## src/rtl/reg_cmd_pkg.sv

```systemverilog
// rtl/reg_cmd_pkg.sv - shared command codes, FSM states and request record for the register command arbiter
package reg_cmd_pkg;

  localparam logic [1:0] IDLE = 2'b00;
  localparam logic [1:0] RD   = 2'b01;
  localparam logic [1:0] WR   = 2'b10;

  typedef enum logic [1:0] {
    ARB     = 2'd0,
    ISSUE   = 2'd1,
    WAIT_RD = 2'd2
  } state_t;

  typedef struct packed {
    logic [1:0]  cmd;
    logic [7:0]  addr;
    logic [31:0] wdata;
  } req_t;

  function automatic logic is_bus_cmd(input logic [1:0] c);
    return (c == RD) || (c == WR);
  endfunction

endpackage

```

## src/rtl/reg_cmd_arbiter_if.sv

```systemverilog
// rtl/reg_cmd_arbiter_if.sv - requester, response and register-bus signals of the command arbiter
interface reg_cmd_arbiter_if;

  logic        req0_valid, req1_valid;
  logic [1:0]  req0_cmd, req1_cmd;
  logic [7:0]  req0_addr, req1_addr;
  logic [31:0] req0_wdata, req1_wdata;
  logic        req0_ready, req1_ready;
  logic        rsp0_valid, rsp1_valid;
  logic [31:0] rsp0_rdata, rsp1_rdata;
  logic        rsp0_err, rsp1_err;
  logic [1:0]  cmd;
  logic [7:0]  cmd_addr;
  logic [31:0] cmd_data_w;
  logic [31:0] cmd_data_r;

  modport master (
    output req0_valid, req0_cmd, req0_addr, req0_wdata,
    output req1_valid, req1_cmd, req1_addr, req1_wdata,
    output cmd_data_r,
    input  req0_ready, req1_ready,
    input  rsp0_valid, rsp0_rdata, rsp0_err,
    input  rsp1_valid, rsp1_rdata, rsp1_err,
    input  cmd, cmd_addr, cmd_data_w
  );

  modport slave (
    input  req0_valid, req0_cmd, req0_addr, req0_wdata,
    input  req1_valid, req1_cmd, req1_addr, req1_wdata,
    input  cmd_data_r,
    output req0_ready, req1_ready,
    output rsp0_valid, rsp0_rdata, rsp0_err,
    output rsp1_valid, rsp1_rdata, rsp1_err,
    output cmd, cmd_addr, cmd_data_w
  );

endinterface

```

## src/rtl/reg_cmd_rr_arb.sv

```systemverilog
// rtl/reg_cmd_rr_arb.sv - 2-way grant logic; REG_CMD_ARB_RR_EN selects round-robin, else port 0 fixed priority
module reg_cmd_rr_arb (
`ifdef REG_CMD_ARB_RR_EN
  input  logic       clk,
  input  logic       rstn,
  input  logic       take,
`endif
  input  logic [1:0] req,
  output logic [1:0] gnt
);

`ifdef REG_CMD_ARB_RR_EN
  // prio set means port 1 wins the next contention
  logic prio;

  always_comb begin
    gnt = 2'b00;
    if (req[0] && (!req[1] || !prio))
      gnt[0] = 1'b1;
    else if (req[1])
      gnt[1] = 1'b1;
  end

  always_ff @(posedge clk) begin
    if (!rstn)
      prio <= 1'b0;
    else if (take)
      prio <= gnt[0];
  end
`else
  assign gnt = {req[1] & ~req[0], req[0]};
`endif

endmodule

```

## src/rtl/reg_cmd_arbiter.sv

```systemverilog
// rtl/reg_cmd_arbiter.sv - two-requester register command arbiter, one command outstanding (REG_CMD_ARB_RR_EN: round-robin)
module reg_cmd_arbiter
  import reg_cmd_pkg::*;
#(
  parameter int RD_LAT = 1
) (
  input logic               clk,
  input logic               rstn,
  reg_cmd_arbiter_if.slave  bus
);

  state_t      state;
  req_t        lat;
  logic        owner;
  logic [2:0]  cnt;
  logic [1:0]  rsp_valid;
  logic        rsp_err;
  logic [31:0] rsp_rdata;
  logic [1:0]  req;
  logic [1:0]  gnt;
  req_t        sel;

  // requests are only offered to the grant logic while idle and out of reset
  assign req = {bus.req1_valid, bus.req0_valid} & {2{(state == ARB) && rstn}};

  reg_cmd_rr_arb u_arb (
`ifdef REG_CMD_ARB_RR_EN
    .clk  (clk),
    .rstn (rstn),
    .take (|gnt),
`endif
    .req  (req),
    .gnt  (gnt)
  );

  assign bus.req0_ready = gnt[0];
  assign bus.req1_ready = gnt[1];

  assign sel = gnt[1] ? {bus.req1_cmd, bus.req1_addr, bus.req1_wdata}
                      : {bus.req0_cmd, bus.req0_addr, bus.req0_wdata};

  assign bus.cmd        = (state == ISSUE) ? lat.cmd  : IDLE;
  assign bus.cmd_addr   = (state == ISSUE) ? lat.addr : 8'h00;
  assign bus.cmd_data_w = (state == ISSUE && lat.cmd == WR) ? lat.wdata : 32'h0;

  assign bus.rsp0_valid = rsp_valid[0];
  assign bus.rsp1_valid = rsp_valid[1];
  assign bus.rsp0_err   = rsp_valid[0] & rsp_err;
  assign bus.rsp1_err   = rsp_valid[1] & rsp_err;
  assign bus.rsp0_rdata = rsp_valid[0] ? rsp_rdata : 32'h0;
  assign bus.rsp1_rdata = rsp_valid[1] ? rsp_rdata : 32'h0;

  always_ff @(posedge clk) begin
    if (!rstn) begin
      state     <= ARB;
      lat       <= '0;
      owner     <= 1'b0;
      cnt       <= 3'd0;
      rsp_valid <= 2'b00;
      rsp_err   <= 1'b0;
      rsp_rdata <= 32'h0;
    end else begin
      rsp_valid <= 2'b00;
      rsp_err   <= 1'b0;
      rsp_rdata <= 32'h0;
      case (state)
        ARB: begin
          if (|gnt) begin
            lat   <= sel;
            owner <= gnt[1];
            if (is_bus_cmd(sel.cmd)) begin
              state <= ISSUE;
            end else begin
              rsp_valid <= gnt;
              rsp_err   <= 1'b1;
            end
          end
        end
        ISSUE: begin
          if (lat.cmd == RD) begin
            state <= WAIT_RD;
            cnt   <= 3'(RD_LAT - 1);
          end else begin
            state     <= ARB;
            rsp_valid <= {owner, ~owner};
          end
        end
        WAIT_RD: begin
          if (cnt == 3'd0) begin
            state     <= ARB;
            rsp_valid <= {owner, ~owner};
            rsp_rdata <= bus.cmd_data_r;
          end else begin
            cnt <= cnt - 3'd1;
          end
        end
        default: state <= ARB;
      endcase
    end
  end

endmodule

```

## src/flat_wrapper.sv

```systemverilog
// flat-port wrapper written by rule: the top's interface ports become plain ports
module reg_cmd_arbiter_flat import reg_cmd_pkg::*;
#(
  parameter int RD_LAT = 1
)
  (clk, rstn, bus_req0_valid, bus_req0_cmd, bus_req0_addr, bus_req0_wdata, bus_req1_valid, bus_req1_cmd, bus_req1_addr, bus_req1_wdata, bus_cmd_data_r, bus_req0_ready, bus_req1_ready, bus_rsp0_valid, bus_rsp0_rdata, bus_rsp0_err, bus_rsp1_valid, bus_rsp1_rdata, bus_rsp1_err, bus_cmd, bus_cmd_addr, bus_cmd_data_w);
  reg_cmd_arbiter_if bus_i ();
  input logic clk;
  input logic rstn;
  input wire logic [$bits(bus_i.req0_valid)-1:0] bus_req0_valid;
  input wire logic [$bits(bus_i.req0_cmd)-1:0] bus_req0_cmd;
  input wire logic [$bits(bus_i.req0_addr)-1:0] bus_req0_addr;
  input wire logic [$bits(bus_i.req0_wdata)-1:0] bus_req0_wdata;
  input wire logic [$bits(bus_i.req1_valid)-1:0] bus_req1_valid;
  input wire logic [$bits(bus_i.req1_cmd)-1:0] bus_req1_cmd;
  input wire logic [$bits(bus_i.req1_addr)-1:0] bus_req1_addr;
  input wire logic [$bits(bus_i.req1_wdata)-1:0] bus_req1_wdata;
  input wire logic [$bits(bus_i.cmd_data_r)-1:0] bus_cmd_data_r;
  output wire logic [$bits(bus_i.req0_ready)-1:0] bus_req0_ready;
  output wire logic [$bits(bus_i.req1_ready)-1:0] bus_req1_ready;
  output wire logic [$bits(bus_i.rsp0_valid)-1:0] bus_rsp0_valid;
  output wire logic [$bits(bus_i.rsp0_rdata)-1:0] bus_rsp0_rdata;
  output wire logic [$bits(bus_i.rsp0_err)-1:0] bus_rsp0_err;
  output wire logic [$bits(bus_i.rsp1_valid)-1:0] bus_rsp1_valid;
  output wire logic [$bits(bus_i.rsp1_rdata)-1:0] bus_rsp1_rdata;
  output wire logic [$bits(bus_i.rsp1_err)-1:0] bus_rsp1_err;
  output wire logic [$bits(bus_i.cmd)-1:0] bus_cmd;
  output wire logic [$bits(bus_i.cmd_addr)-1:0] bus_cmd_addr;
  output wire logic [$bits(bus_i.cmd_data_w)-1:0] bus_cmd_data_w;
  assign bus_i.req0_valid = bus_req0_valid;
  assign bus_i.req0_cmd = bus_req0_cmd;
  assign bus_i.req0_addr = bus_req0_addr;
  assign bus_i.req0_wdata = bus_req0_wdata;
  assign bus_i.req1_valid = bus_req1_valid;
  assign bus_i.req1_cmd = bus_req1_cmd;
  assign bus_i.req1_addr = bus_req1_addr;
  assign bus_i.req1_wdata = bus_req1_wdata;
  assign bus_i.cmd_data_r = bus_cmd_data_r;
  assign bus_req0_ready = bus_i.req0_ready;
  assign bus_req1_ready = bus_i.req1_ready;
  assign bus_rsp0_valid = bus_i.rsp0_valid;
  assign bus_rsp0_rdata = bus_i.rsp0_rdata;
  assign bus_rsp0_err = bus_i.rsp0_err;
  assign bus_rsp1_valid = bus_i.rsp1_valid;
  assign bus_rsp1_rdata = bus_i.rsp1_rdata;
  assign bus_rsp1_err = bus_i.rsp1_err;
  assign bus_cmd = bus_i.cmd;
  assign bus_cmd_addr = bus_i.cmd_addr;
  assign bus_cmd_data_w = bus_i.cmd_data_w;
  reg_cmd_arbiter #(.RD_LAT(RD_LAT)) u_core (.clk(clk), .rstn(rstn), .bus(bus_i));
endmodule
```

## config.mk

```make
export PLATFORM = sky130hd
export DESIGN_NAME = reg_cmd_arbiter_flat
export DESIGN_NICKNAME = d
export VERILOG_FILES = /design/src/rtl/reg_cmd_pkg.sv /design/src/rtl/reg_cmd_arbiter_if.sv /design/src/rtl/reg_cmd_rr_arb.sv /design/src/rtl/reg_cmd_arbiter.sv /design/src/flat_wrapper.sv
export SDC_FILE = /design/constraint.sdc
export NUM_CORES = 1
export LEC_CHECK = 0
export CORE_UTILIZATION = 39
export CTS_CLUSTER_SIZE = 20
export DETAILED_ROUTE_END_ITERATION = 8
export PLACE_DENSITY = 0.82
export SYNTH_ARGS = -nofsm -noshare
export SYNTH_HDL_FRONTEND = slang
export SYNTH_HIERARCHICAL = 1
export SYNTH_SLANG_ARGS = --single-unit
```

## constraint.sdc

```tcl
create_clock -name clk -period 2.2 [get_ports clk]
set_input_delay 0.44 -clock clk [delete_from_list [all_inputs] [get_ports clk]]
set_output_delay 0.44 -clock clk [all_outputs]
set_load 0.02 [all_outputs]
```

==> parameters.txt <==
Parameter                              Value

Placement
  Pre-CTS setup slack    -175 ps
  Routability-driven placement congestion ratio    around 0.77
  Count of placed standard cells including taps    between 700 and 800
  Area after detailed placement    0.00662 mm^2
  Port Buf Inserts    231
  Estimated wirelength of the detail-placed design    around 9 mm

Timing
  F_max    between 400 and 500 MHz
  RSZ-0062 raised after global routing    true
  Fin. max-slew vios    0
  Final-report hold violation count    0
  Tmin final    roughly 2100 ps
  Fin Setup TNS    0 ps
  Final clock skew    ~12 ps
  Tightest slew margin relative to the limit    0.408
  Worst Slack Setup Final    between 50 and 60 ps
  Setup violations, final    0
  Share of the clock period used by the worst path    0.975
  Worst hold margin    between 400 and 500 ps
  Least-Margin Pin Slew    approximately 890 ps

Hold path
  Number of cells on the worst hold path    2
  Type of the tightest min-delay check    flop to flop
  Endpoint of the worst hold-timing path    u_core/cnt[2]
  Origin of the worst min-delay path    u_core/cnt[2]

Detailed routing
  Detail-routed net length per standard cell    between 10 and 15 um
  Final routed wirelength across all metal layers    between 10 and 15 mm
  Number of design rule violations left after detail routing    0
  Initial DRC count    about 150
  Count of TritonRoute iterations in the first routing pass    6
  Total number of vias    3889
  Vias/cell    about 4.8
  Remaining antenna violation count after routing    0

Yosys
  Synthesized net count    564
  Top cells by area, synth    sky130_fd_sc_hd__dfxtp_1, sky130_fd_sc_hd__and2_1, sky130_fd_sc_hd__mux2i_1
  Synth Instances    about 440
  Share of the synthesized area in the top cell type    0.404
  Number of synthesized flops with an enable pin    0
  Most area-hungry cell type in the Yosys netlist    sky130_fd_sc_hd__dfxtp_1
  Most frequently used flop master after synthesis    sky130_fd_sc_hd__dfxtp_1
  Post-synthesis cell area    0.00411 mm^2
  Yosys warnings    6
  Most frequently used cell type in the post-synthesis netlist    sky130_fd_sc_hd__and2_1
  Most numerous cell types in the synthesized netlist    sky130_fd_sc_hd__and2_1, sky130_fd_sc_hd__dfxtp_1, sky130_fd_sc_hd__nand2_1
  Async set-or-reset flop fraction in the synthesized netlist    0
  Register bit total from synthesis    83
  Yosys cell types    33
  Sequential share of the synthesized area    0.404
  Avg Synthesized Cell Area    9.39 um^2

Die
  Number of top-level pins    232
  Die area    roughly 0.011 mm^2
  Y dimension of the die    105 um
  Num rows    37
  DIE WIDTH    ~100 um
  Effective utilization at floorplan    0.400
  Core ar.    approximately 0.010 mm^2

GRT
  Global-route wire length before repair    approximately 19 mm
  Maximum number of pins on one net before global-route repair    35
  Via count of the first global-routing pass    around 3900
  Met1 capacity usage during global routing    0.258
  Antenna violations before repair    0
  Overall overflow remaining after global route    0
  GR Layer Usage met3    0.0630
  GR peak layer    met2
  GRT Overall Usage    0.223
  Global-route track usage on met2    0.396

Power and ir drop
  Leakage component of the power    between 3 and 4 nW
  Power per Cell Area    518 mW/mm^2
  Peak supply drop    0.287 mV

Worst setup path
  Crit path kind    flop to output port
  Critical path buffers and inverters    3
  Data required time of the critical path    between 1500 and 2000 ps
  R2R Setup Slk    ~110 ps
  Startpoint Class    flop
  Biggest fanout along the worst timing path    5
  Critical Path Sink Type    output port
  FF-to-FF path depth    10
  Kind of cell with the highest combined delay on the critical path    simple AND/OR/NAND/NOR gates
  Critical path arrival    1700 ps
  CP Cell Sequence    inv_2 > ha_2 > and2_4 > and2b_2 > buf_4 > and2_1 > buf_2
  Destination of the worst register-to-register timing path    u_core/lat[4]
  Master of the slowest instance on the critical path    sky130_fd_sc_hd__dfxtp_2
  Critical register-to-register path startpoint    u_core/state[0]
  CP peak stage delay    approximately 340 ps

Outcome
  Result of the run    completed

Final layout
  Number of non-filler instances in the completed layout    approximately 810
  Fraction of layout instances using a drive strength above 1    0.127
  Count of antenna diodes in the layout    0
  Layout-stage area growth over the synthesis result    64.1%
  Design Area, Final    between 0.006 and 0.007 mm^2
  Nets    796

Clock tree
  Sinks on Clock Net    83
  Clock insertion delay at the later pin of the skew report    between 300 and 400 ps
  Clock tree from TritonCTS    yes
  Max H-tree Level    3
  Number of buffers created by CTS    9
  Clock tree root buffer cell    sky130_fd_sc_hd__clkbuf_8
  Number of buffers on the longest clock path    2
  Clock-pin slew reported for the worst setup and hold paths after clock tree synthesis    about 80 ps

Flow run
  Reported max-cap violation count    0
==> report_power, final <==
group / leakage [nW] / internal [W] / switching, W
registers: 0.679 / 0.00161 / 0.0000613
logic: 2.52 / 0.000433 / 0.000307
clock network: 0.0966 / 0.000527 / 0.000555
total: 3.30 / 0.00257 / 0.000923
==> worst max-delay path by stage <==
stage	endpoint	startpoint	depth (start not counted)	slack, ps
2_1_floorplan	u_core/lat[0]	u_core/state[0]	9	180
3_3_place_gp	bus_req1_ready	bus_req0_valid	4	-100
3_5_place_dp	bus_cmd_data_w[1]	u_core/state[1]	6	-180
4_1_cts	bus_rsp0_rdata[16]	u_core/rsp_valid[0]	3	2
5_1_grt	bus_cmd_data_w[9]	u_core/state[1]	7	-20
6_report	bus_cmd_data_w[9]	u_core/state[1]	7	60
==> final cells by class <==
cell class,instances,area (um^2)
fill,846,3530
inverter,7,26.3
sequential,83,1660
clock inverter,6,65.1
multi-input combinational,317,2290
timing repair buffer,252,2410
clock buffer,10,128
tap,136,170
==> metal layers <==
layer / vias to the layer above / wire length [um] / part of all wire
met5: - / 0 / 0
met2: 173 / 5840 / 0.49
met4: 0 / 150 / 0.012
met3: 13 / 967 / 0.081
li1: 1914 / - / -
met1: 1789 / 5050 / 0.42
==> placed cells by master (no fill, tap or decap), types with 3 or more instances in the layout <==
cell / instances
sky130_fd_sc_hd__clkdlybuf4s50_1: 178
sky130_fd_sc_hd__and2_1: 138
sky130_fd_sc_hd__dfxtp_1: 82
sky130_fd_sc_hd__nand2_1: 50
sky130_fd_sc_hd__mux2i_1: 43
sky130_fd_sc_hd__o211a_1: 42
sky130_fd_sc_hd__buf_2: 29
sky130_fd_sc_hd__buf_4: 13
sky130_fd_sc_hd__dlygate4sd2_1: 10
sky130_fd_sc_hd__clkbuf_8: 9
sky130_fd_sc_hd__buf_6: 8
sky130_fd_sc_hd__dlymetal6s2s_1: 8
sky130_fd_sc_hd__inv_1: 6
sky130_fd_sc_hd__ha_1: 5
sky130_fd_sc_hd__buf_12: 5
sky130_fd_sc_hd__a21boi_0: 4
sky130_fd_sc_hd__and2b_4: 3
sky130_fd_sc_hd__and3_1: 3
sky130_fd_sc_hd__nor2_1: 3
==> worst register-to-register path: cells and delay by family (launching register included) <==
kind                       cells  cell delay (ps)
adders and majority gates      1              230
DFF                            1              340
AOI/OAI and AO/OA              2              410
and+or+nand+nor                3              450
buffers and inverters          4              570
==> per-stage QoR <==
stage / util / total power (W)
5_1_grt: 0.657 / 0.00367
6_report: 0.657 / 0.00349
3_5_place_dp: 0.644 / 0.00244
3_3_place_gp: 0.644 / 0.00242
2_1_floorplan: - / 0.00206
4_1_cts: 0.667 / 0.00352
==> registers in the layout, summed over array words and instances (netlist names) <==
register          count
u_core/state          2
u_core/lat           42
u_core/rsp_valid      2
u_core/cnt            3
u_core/rsp_err        1
u_core/owner          1
u_core/rsp_rdata     32
==> repair_timing <==
action,in CTS,in global routing
setup endpoints to repair,46,69
pin swaps,0,1
gates resized for setup,128,48
cloned,3,0
buffers inserted,3,0
hold buffers,0,0
endpoints found under the hold margin,0,0
==> cells by family (layout without fill, tap and decap cells) <==
logic type,after synthesis,after routing,share of synthesized area
compound gates,55,55,0.129
xor+xnor,2,2,0.00426
flops,83,83,0.404
fa+ha+maj,6,6,0.0182
simple gates,207,210,0.290
mux,44,44,0.107
buf+inv,41,275,0.0477
Power figures use the tool's default switching activity.
